`config.mk`:
```
export PLATFORM = sky130hd
export DESIGN_NAME = hd44780_multi_timer
export DESIGN_NICKNAME = d
export VERILOG_FILES = /design/src/rtl/hd44780_multi_timer.sv
export SDC_FILE = /design/constraint.sdc
export NUM_CORES = 1
export LEC_CHECK = 0
export ABC_AREA = 0
export BUFFER_PORTS_ARGS = -buffer_cell sky130_fd_sc_hd__buf_2
export CAP_MARGIN = 5
export CORE_ASPECT_RATIO = 1.75
export CORE_UTILIZATION = 59
export DETAILED_ROUTE_END_ITERATION = 7
export PLACE_DENSITY = 0.89
export SYNTH_ARGS = -nofsm -noshare
export SYNTH_HDL_FRONTEND = slang
export SYNTH_SLANG_ARGS = --single-unit
```
`constraint.sdc`:
```
create_clock -name CLK_I -period 2.7 [get_ports CLK_I]
set_input_delay 0.675 -clock CLK_I [delete_from_list [all_inputs] [get_ports CLK_I]]
set_output_delay 0.675 -clock CLK_I [all_outputs]
set_load 0.005 [all_outputs]
```
`src/rtl/hd44780_multi_timer.sv`:
```
// NCH independent down-count timers (one-shot or auto-reload) with cancel and busy flags.
// Optional sticky done flags are built only when H4_MULTI_TIMER_DONE_EN is defined.
module hd44780_multi_timer #(
    parameter int unsigned NCH   = 4,
    parameter int unsigned TBITS = 23
) (
    input  logic               CLK_I,
    input  logic               RST_I,
    input  logic [NCH*TBITS-1:0] DAT_I,
    input  logic [NCH-1:0]     start_strobe,
    input  logic [NCH-1:0]     stop_strobe,
    input  logic [NCH-1:0]     periodic,
    output logic [NCH-1:0]     end_strobe,
    output logic [NCH-1:0]     busy,
    output logic [NCH-1:0]     done,
    input  logic [NCH-1:0]     done_clr
);

    typedef enum logic {
        StIdle = 1'b0,
        StRun  = 1'b1
    } state_e;

    state_e           state_q  [NCH];
    state_e           state_d  [NCH];
    logic [TBITS-1:0] count_q  [NCH];
    logic [TBITS-1:0] count_d  [NCH];
    logic [TBITS-1:0] reload_q [NCH];
    logic [TBITS-1:0] reload_d [NCH];
    logic [TBITS-1:0] load_val [NCH];
    logic [NCH-1:0]   mode_q, mode_d;
    logic [NCH-1:0]   end_q, end_d;
    logic [NCH-1:0]   expire;

    // A zero load value behaves as a one-cycle interval.
    always_comb begin
        for (int c = 0; c < NCH; c++) begin
            load_val[c] = DAT_I[c*TBITS +: TBITS];
            if (load_val[c] == '0) begin
                load_val[c] = TBITS'(1);
            end
        end
    end

    always_comb begin
        for (int c = 0; c < NCH; c++) begin
            state_d[c]  = state_q[c];
            count_d[c]  = count_q[c];
            reload_d[c] = reload_q[c];
            mode_d[c]   = mode_q[c];
            end_d[c]    = 1'b0;
            expire[c]   = (state_q[c] == StRun) && (count_q[c] == TBITS'(1));

            unique case (state_q[c])
                StIdle: begin
                    if (start_strobe[c]) begin
                        state_d[c]  = StRun;
                        count_d[c]  = load_val[c];
                        reload_d[c] = load_val[c];
                        mode_d[c]   = periodic[c];
                    end
                end
                StRun: begin
                    if (start_strobe[c]) begin
                        // Restart discards the old count but keeps an expiry due on this edge.
                        end_d[c]    = expire[c];
                        count_d[c]  = load_val[c];
                        reload_d[c] = load_val[c];
                        mode_d[c]   = periodic[c];
                    end else if (stop_strobe[c]) begin
                        state_d[c] = StIdle;
                        count_d[c] = '0;
                    end else if (expire[c]) begin
                        end_d[c] = 1'b1;
                        if (mode_q[c]) begin
                            count_d[c] = reload_q[c];
                        end else begin
                            state_d[c] = StIdle;
                            count_d[c] = '0;
                        end
                    end else begin
                        count_d[c] = count_q[c] - TBITS'(1);
                    end
                end
                default: state_d[c] = StIdle;
            endcase
        end
    end

    always_ff @(posedge CLK_I) begin
        if (!RST_I) begin
            for (int c = 0; c < NCH; c++) begin
                state_q[c]  <= StIdle;
                count_q[c]  <= '0;
                reload_q[c] <= '0;
            end
            mode_q <= '0;
            end_q  <= '0;
        end else begin
            for (int c = 0; c < NCH; c++) begin
                state_q[c]  <= state_d[c];
                count_q[c]  <= count_d[c];
                reload_q[c] <= reload_d[c];
            end
            mode_q <= mode_d;
            end_q  <= end_d;
        end
    end

    always_comb begin
        for (int c = 0; c < NCH; c++) begin
            busy[c] = (state_q[c] == StRun);
        end
    end

    assign end_strobe = end_q;

`ifdef H4_MULTI_TIMER_DONE_EN
    logic [NCH-1:0] done_q;

    // Set takes priority over a same-edge clear.
    always_ff @(posedge CLK_I) begin
        if (!RST_I) begin
            done_q <= '0;
        end else begin
            done_q <= (done_q & ~done_clr) | end_d;
        end
    end

    assign done = done_q;
`else
    logic unused_done_clr;
    assign unused_done_clr = ^done_clr;
    assign done            = '0;
`endif

endmodule

```
==> metrics.cfg, run 1 <==
[layout]
fin_util = 0.6859
drive_gt1_frac = 0.1828
layout_commonest_cell = dfxtp_1
final_net_count = 1418
fill_cells = 1372
fin_cells = 1545
layout_common_cells = dfxtp_1 (196), nor2_1 (142), buf_2 (113)
syn_to_final_growth_pct = 13.92

[clocking]
ctsLongestPathBuffers = 2
clk_latency_ps = 440
clk_pin_slew_ps = 80
root_buffer = clkbuf_16
clock_sinks = 196
cts-hold-fix-buffers = 0
cts_tree = yes
cts.repair.resized = 0
h-tree-depth = 4
cts_setup_buffers = 0
cts_buffers = 17

[synth]
avgSynthCellArea_um2 = 8.693
synthArstFlopShare = 0
synth_top_area_frac = 0.3733
yosysSeqAreaShare = 0.3733
netlist_instances = 1209
synthFlopType = dfxtp_1
synth_seq_cells = 196
synth.area.top_cells = dfxtp_1 (37%), mux2i_1 (9.9%), nor2_1 (5.1%)
synth_edf_count = 0
synth_area_um2 = 10510
synth.distinct_cells = 67
yosysTopAreaCell = dfxtp_1
synth-warning-count = 0

[grt]
grt_pass1_vias = 9781
grt_pass1_wl_um = 45880
grt_max_degree = 63
track_usage = 0.3175
overflow = 0
antenna_found_initial = 1

[run]
drv_cap = 0

[power_and_ir_drop]
power_mw = 7.027
max-vdd-ir-drop_uv = 467.9
leakagePower_nw = 4.638
cellPowerDensity_nw_per_um2 = 586.9

[worst_setup_path]
critPathMaxFanout = 8
required_ps = 3060
path_delay_family = simple AND/OR/NAND/NOR gates
slowest_delay_ps = 600
setup.worst_path.class = reg2reg
worstSetupEndpointType = flip-flop
worst-path-buf-inv = 0
slowest_stage = or4_1
cp.arrival_ps = 2830
start_kind = flip-flop
worstPathCellList = or4_1, or3_1, nor4_4, a222oi_1, a21oi_1

[placement]
port_buffers = 113
place_congestion = 0.9781
pre_cts_slack_ps = 277.9
dp_hpwl_um = 20260
dp.cells = 1512

[timing]
period_share = 0.9166
max_freq_mhz = 404.1
setup_viol = 0
rsz0062_at_grt = no
setup_slack_ps = 225.2
maxSlewHeadroom = 0.2361
hold_viol = 0
worst_clock_skew_ps = 10.89
setup_tns_ps = 0
maxSlewViolCount = 0
post-route-min-period_ps = 2475
worst_slew_pin_slew_ps = 1142

[route]
firstDrtPassIters = 6
postRouteAntennaNets = 0
postRouteWirelength_um = 28850
first_iter_violations = 641
num_vias = 10090
wl_per_cell_um = 18.67
vias_per_cell = 6.531
drc = 0

[floorplan]
start_util = 0.6021
die_w_um = 102.9
die-area_um2 = 18370
ios = 122
rows = 64
die_height_um = 178.6
fp.coreArea_um2 = 17460

[min_path]
hold_path.class = in2reg

[outcome]
status = finished clean

[cell families after synthesis]
group           synth area share
fa+ha+maj               0.009524
simple gates              0.2142
compound gates            0.1890
xor+xnor                 0.04917
mux                       0.1201
flops                     0.3733
other cells            0.0003568
buf+inv                  0.04428
[path summary, 6_finish.rpt]
path                   start             end  slack (ps)  cells past startpoint
max reg2reg   count_q[2][16]  count_q[2][10]         230                      5
max           count_q[2][16]  count_q[2][10]         230                      5
min reg2reg  reload_q[2][11]  count_q[2][11]         470                      2
min           stop_strobe[2]   end_strobe[2]         470                      2
[area by class of cell]
type                       count  area, um2  area share
multi-input combinational    904       6132      0.5122
sequential                   196       3924      0.3277
timing repair buffer         167       1021     0.08528
clock buffer                  17      425.4     0.03553
tap                          231      289.0     0.02414
clock inverter                15      121.4     0.01014
inverter                      14      57.56    0.004807
antenna                        1      2.502   0.0002090
[through the flow]
stage | hold WS [ps] | area [um2]
final | 465.6 | 11970
after global placement | 454.0 | 11420
after detailed placement | 465.4 | 11420
after floorplan | 445.7 | 10520
after CTS | 454.1 | 11970
after global routing | 461.3 | 11970
[where the power goes]
part           internal [mW]  total, mW  leakage, nW  switching (mW)
clock network           1.20       2.40        0.259            1.20
logic                  0.625       1.38         2.76           0.750
registers               3.07       3.25         1.62           0.186
[routing by layer]
metal | up-vias | GRT usage | routed length [um]
met4 | 0 | 0.2171 | 1593
met3 | 116 | 0.05995 | 1685
li1 | 4698 | - | -
met1 | 4815 | 0.3241 | 10500
met5 | - | 0 | 0
met2 | 461 | 0.5700 | 15070
[Yosys cell counts (6+ instances only)]
cell and number:
o221ai_1 6, nor3b_1 9, o22ai_1 20, xor2_1 10, xnor2_1 49, o21ai_0 20
nor4_1 43, nand4_1 15, clkbuf_1 79, or3_1 6, buf_1 6, ha_1 8
inv_1 13, nand2_1 91, buf_4 9, nand4b_1 8, nor3_1 31, a22oi_1 67
o2bb2ai_1 12, a21oi_1 38, nor2_1 142, mux2i_1 104, a22o_1 13, o32ai_1 19
mux2_2 13, a31oi_1 18, or4_1 10, a222oi_1 8, dfxtp_1 196, o31a_1 8
nand3_1 42
[worst reg2reg max path: stages (launching register included)]
cell and delay (ps):
dfxtp_1 360, or4_1 600, or3_1 500, nor4_4 580, a222oi_1 170, a21oi_1 190
[sequential cells by signal, indices dropped and copies added, names as in the netlist]
register and cells:
count_q 92, end_strobe 4, mode_q 4, state_q 4, reload_q 92
Power figures use the tool's default switching activity.
==> run 2, diff against run 1 <==
--- a/config.mk
+++ b/config.mk
@@ -9,9 +9,10 @@
 export BUFFER_PORTS_ARGS = -buffer_cell sky130_fd_sc_hd__buf_2
 export CAP_MARGIN = 5
 export CORE_ASPECT_RATIO = 1.75
-export CORE_UTILIZATION = 59
+export CORE_UTILIZATION = 50
 export DETAILED_ROUTE_END_ITERATION = 7
-export PLACE_DENSITY = 0.89
+export HOLD_SLACK_MARGIN = 0.06
+export PLACE_DENSITY = 0.79
 export SYNTH_ARGS = -nofsm -noshare
 export SYNTH_HDL_FRONTEND = slang
 export SYNTH_SLANG_ARGS = --single-unit
==> run 2 against run 1 <==
The flow now finishes with violations (DRC). Highest routed layer unchanged. Count of clock-buffer cells in the layout rose by 3. Non-clock buffer count is 6 higher. Largest power group unchanged. Critical path depth is the same. Via count is 1.3% lower. Cell count grew 1.6%.
==> metrics.cfg, run 2 (synthesized netlist as in run 1, its figures left out) <==
[outcome]
status = finished, violations left
violations = DRC

[route]
first_iter_violations = 940
highest_layer = met4
firstDrtPassIters = 8
drc = 20
postRouteWirelength_um = 28950
postRouteAntennaNets = 0
num_vias = 9954
route.met3.wl_um = 1385
wl_met1_um = 11080
wl_met2_um = 15460
vias_per_cell = 6.344
wl_per_cell_um = 18.45

[clocking]
cts_tree = yes
h-tree-depth = 4
cts_buffers = 17
ctsLongestPathBuffers = 2
clk_pin_slew_ps = 70
cts-hold-fix-buffers = 0
clk_latency_ps = 450
root_buffer = clkbuf_16
cts.repair.resized = 0
cts_setup_buffers = 0
clock_sinks = 196

[layout]
layout_commonest_cell = dfxtp_1
drive_gt1_frac = 0.1857
multi_input_area_um2 = 6132
ff_latch_area_um2 = 3924
fill_cells = 1795
syn_to_final_growth_pct = 14.83
layout_common_cells = dfxtp_1 (196), nor2_1 (142), buf_2 (113)
reg_top3 = count_q x92, reload_q x92
final_net_count = 1424

[grt]
overflow = 0
antenna_found_initial = 1
track_usage = 0.2636
grt_pass1_wl_um = 46310
grt_pass1_vias = 9533
grt_max_degree = 56

[power_and_ir_drop]
p_sw_mw = 2.076
p_clk_frac = 0.357
leakagePower_nw = 4.689
pwr-share-comb = 0.191
p_sw_frac = 0.2890
p_seq_frac = 0.452
p_int_mw = 5.109
cellPowerDensity_nw_per_um2 = 595.4
max-vdd-ir-drop_uv = 367.0

[timing]
worst_slew_pin_slew_ps = 1082
maxSlewHeadroom = 0.2760
worst_clock_skew_ps = 7.170
rsz0062_at_grt = no
period_share = 0.9096
setup_tns_ps = 0
setup_slack_ps = 244.0
max_freq_mhz = 407.2
post-route-min-period_ps = 2456
maxSlewViolCount = 0
hold_viol = 0
setup_viol = 0

[worst_setup_path]
slowest_stage = or4_1
worstPathCellList = or4_1, or3_1, nor4_4, a222oi_1, a21oi_1
r2r_cells = 5
critPathMaxFanout = 8
rr_startpoint = count_q[2][16]
startpoint = count_q[2][16]
required_ps = 3080
start_kind = flip-flop
worstSetupEndpointType = flip-flop
path_delay_family = simple AND/OR/NAND/NOR gates
r2r_slack_ps = 240
worst-path-buf-inv = 0
cp.arrival_ps = 2830
slowest_delay_ps = 600
setup.worst_path.class = reg2reg
timing.rr.end = count_q[2][10]

[floorplan]
die_w_um = 111.6
fp.coreArea_um2 = 20460
rows = 69
die-area_um2 = 21630
ios = 122
die_height_um = 193.8
start_util = 0.5137

[placement]
port_buffers = 113
pre_cts_slack_ps = 287.0
dp_hpwl_um = 20210
place_congestion = 0.8980

[min_path]
min-delay-start = stop_strobe[0]
whs_endpoint = end_strobe[0]
whs_path_depth = 2
hold_path.class = in2reg

[run]
drv_cap = 0

-- run 2: cell types whose count changed in the layout (fill, tap and decap cells not counted), sizes merged --
cell	before	now
clkinvlp	4	2
bufinv	0	2
inv	21	15
diode	1	2
clkinv	4	7
clkbuf	17	20
buf	167	173
-- run 2: per-stage QoR --
| stage | total power [mW] | instances | hold slack (ps) | utilization | area (um2) |
|---|---|---|---|---|---|
| global route | 7.491 | 1568 | 455.9 | 0.5897 | 12070 |
| detailed placement | 4.655 | 1535 | 463.9 | 0.5609 | 11480 |
| floorplan | 4.208 | 1212 | 445.7 | - | 10520 |
| global placement | 4.611 | 1535 | 456.3 | 0.5609 | 11480 |
| CTS | 7.209 | 1567 | 444.0 | 0.5896 | 12060 |
| finish | 7.186 | 1569 | 459.9 | 0.5899 | 12070 |
-- run 2: power groups by stage --
stage | registers (mW) | clock network (mW) | logic [mW]
after floorplan | 3.24 | 0 | 0.965
after global placement | 3.30 | 0 | 1.32
after detailed placement | 3.30 | 0 | 1.35
after CTS | 3.24 | 2.61 | 1.36
after global routing | 3.27 | 2.73 | 1.50
final | 3.25 | 2.57 | 1.37
-- run 2: worst max path at each step --
stage / end / slack (ps) / cells after the start
global placement: count_q[2][10] / 330 / 5
CTS: count_q[2][10] / 250 / 5
floorplan: count_q[0][3] / 350 / 7
finish: count_q[2][10] / 240 / 5
global route: count_q[2][10] / 110 / 5
detailed placement: count_q[2][10] / 290 / 5
-- run 2: layer usage --
layer  vias to the layer above  global-route usage
met1                      4819              0.2814
li1                       4714                   -
met4                         0              0.1331
met2                       347              0.4912
met3                        74             0.04501
met5                         -                   0
-- run 2: layout make-up --
cell class / count / area share
clock buffer: 20 / 0.03784
timing repair buffer: 173 / 0.08729
inverter: 14 / 0.004769
sequential: 196 / 0.3251
antenna: 2 / 0.0004147
tap: 248 / 0.02571
multi-input combinational: 904 / 0.5081
clock inverter: 12 / 0.01078
-- run 2: worst reg2reg max path, stage by stage (launching register included) --
cell and delay (ps):
dfxtp_1 380, or4_1 600, or3_1 490, nor4_4 570
a222oi_1 180, a21oi_1 170
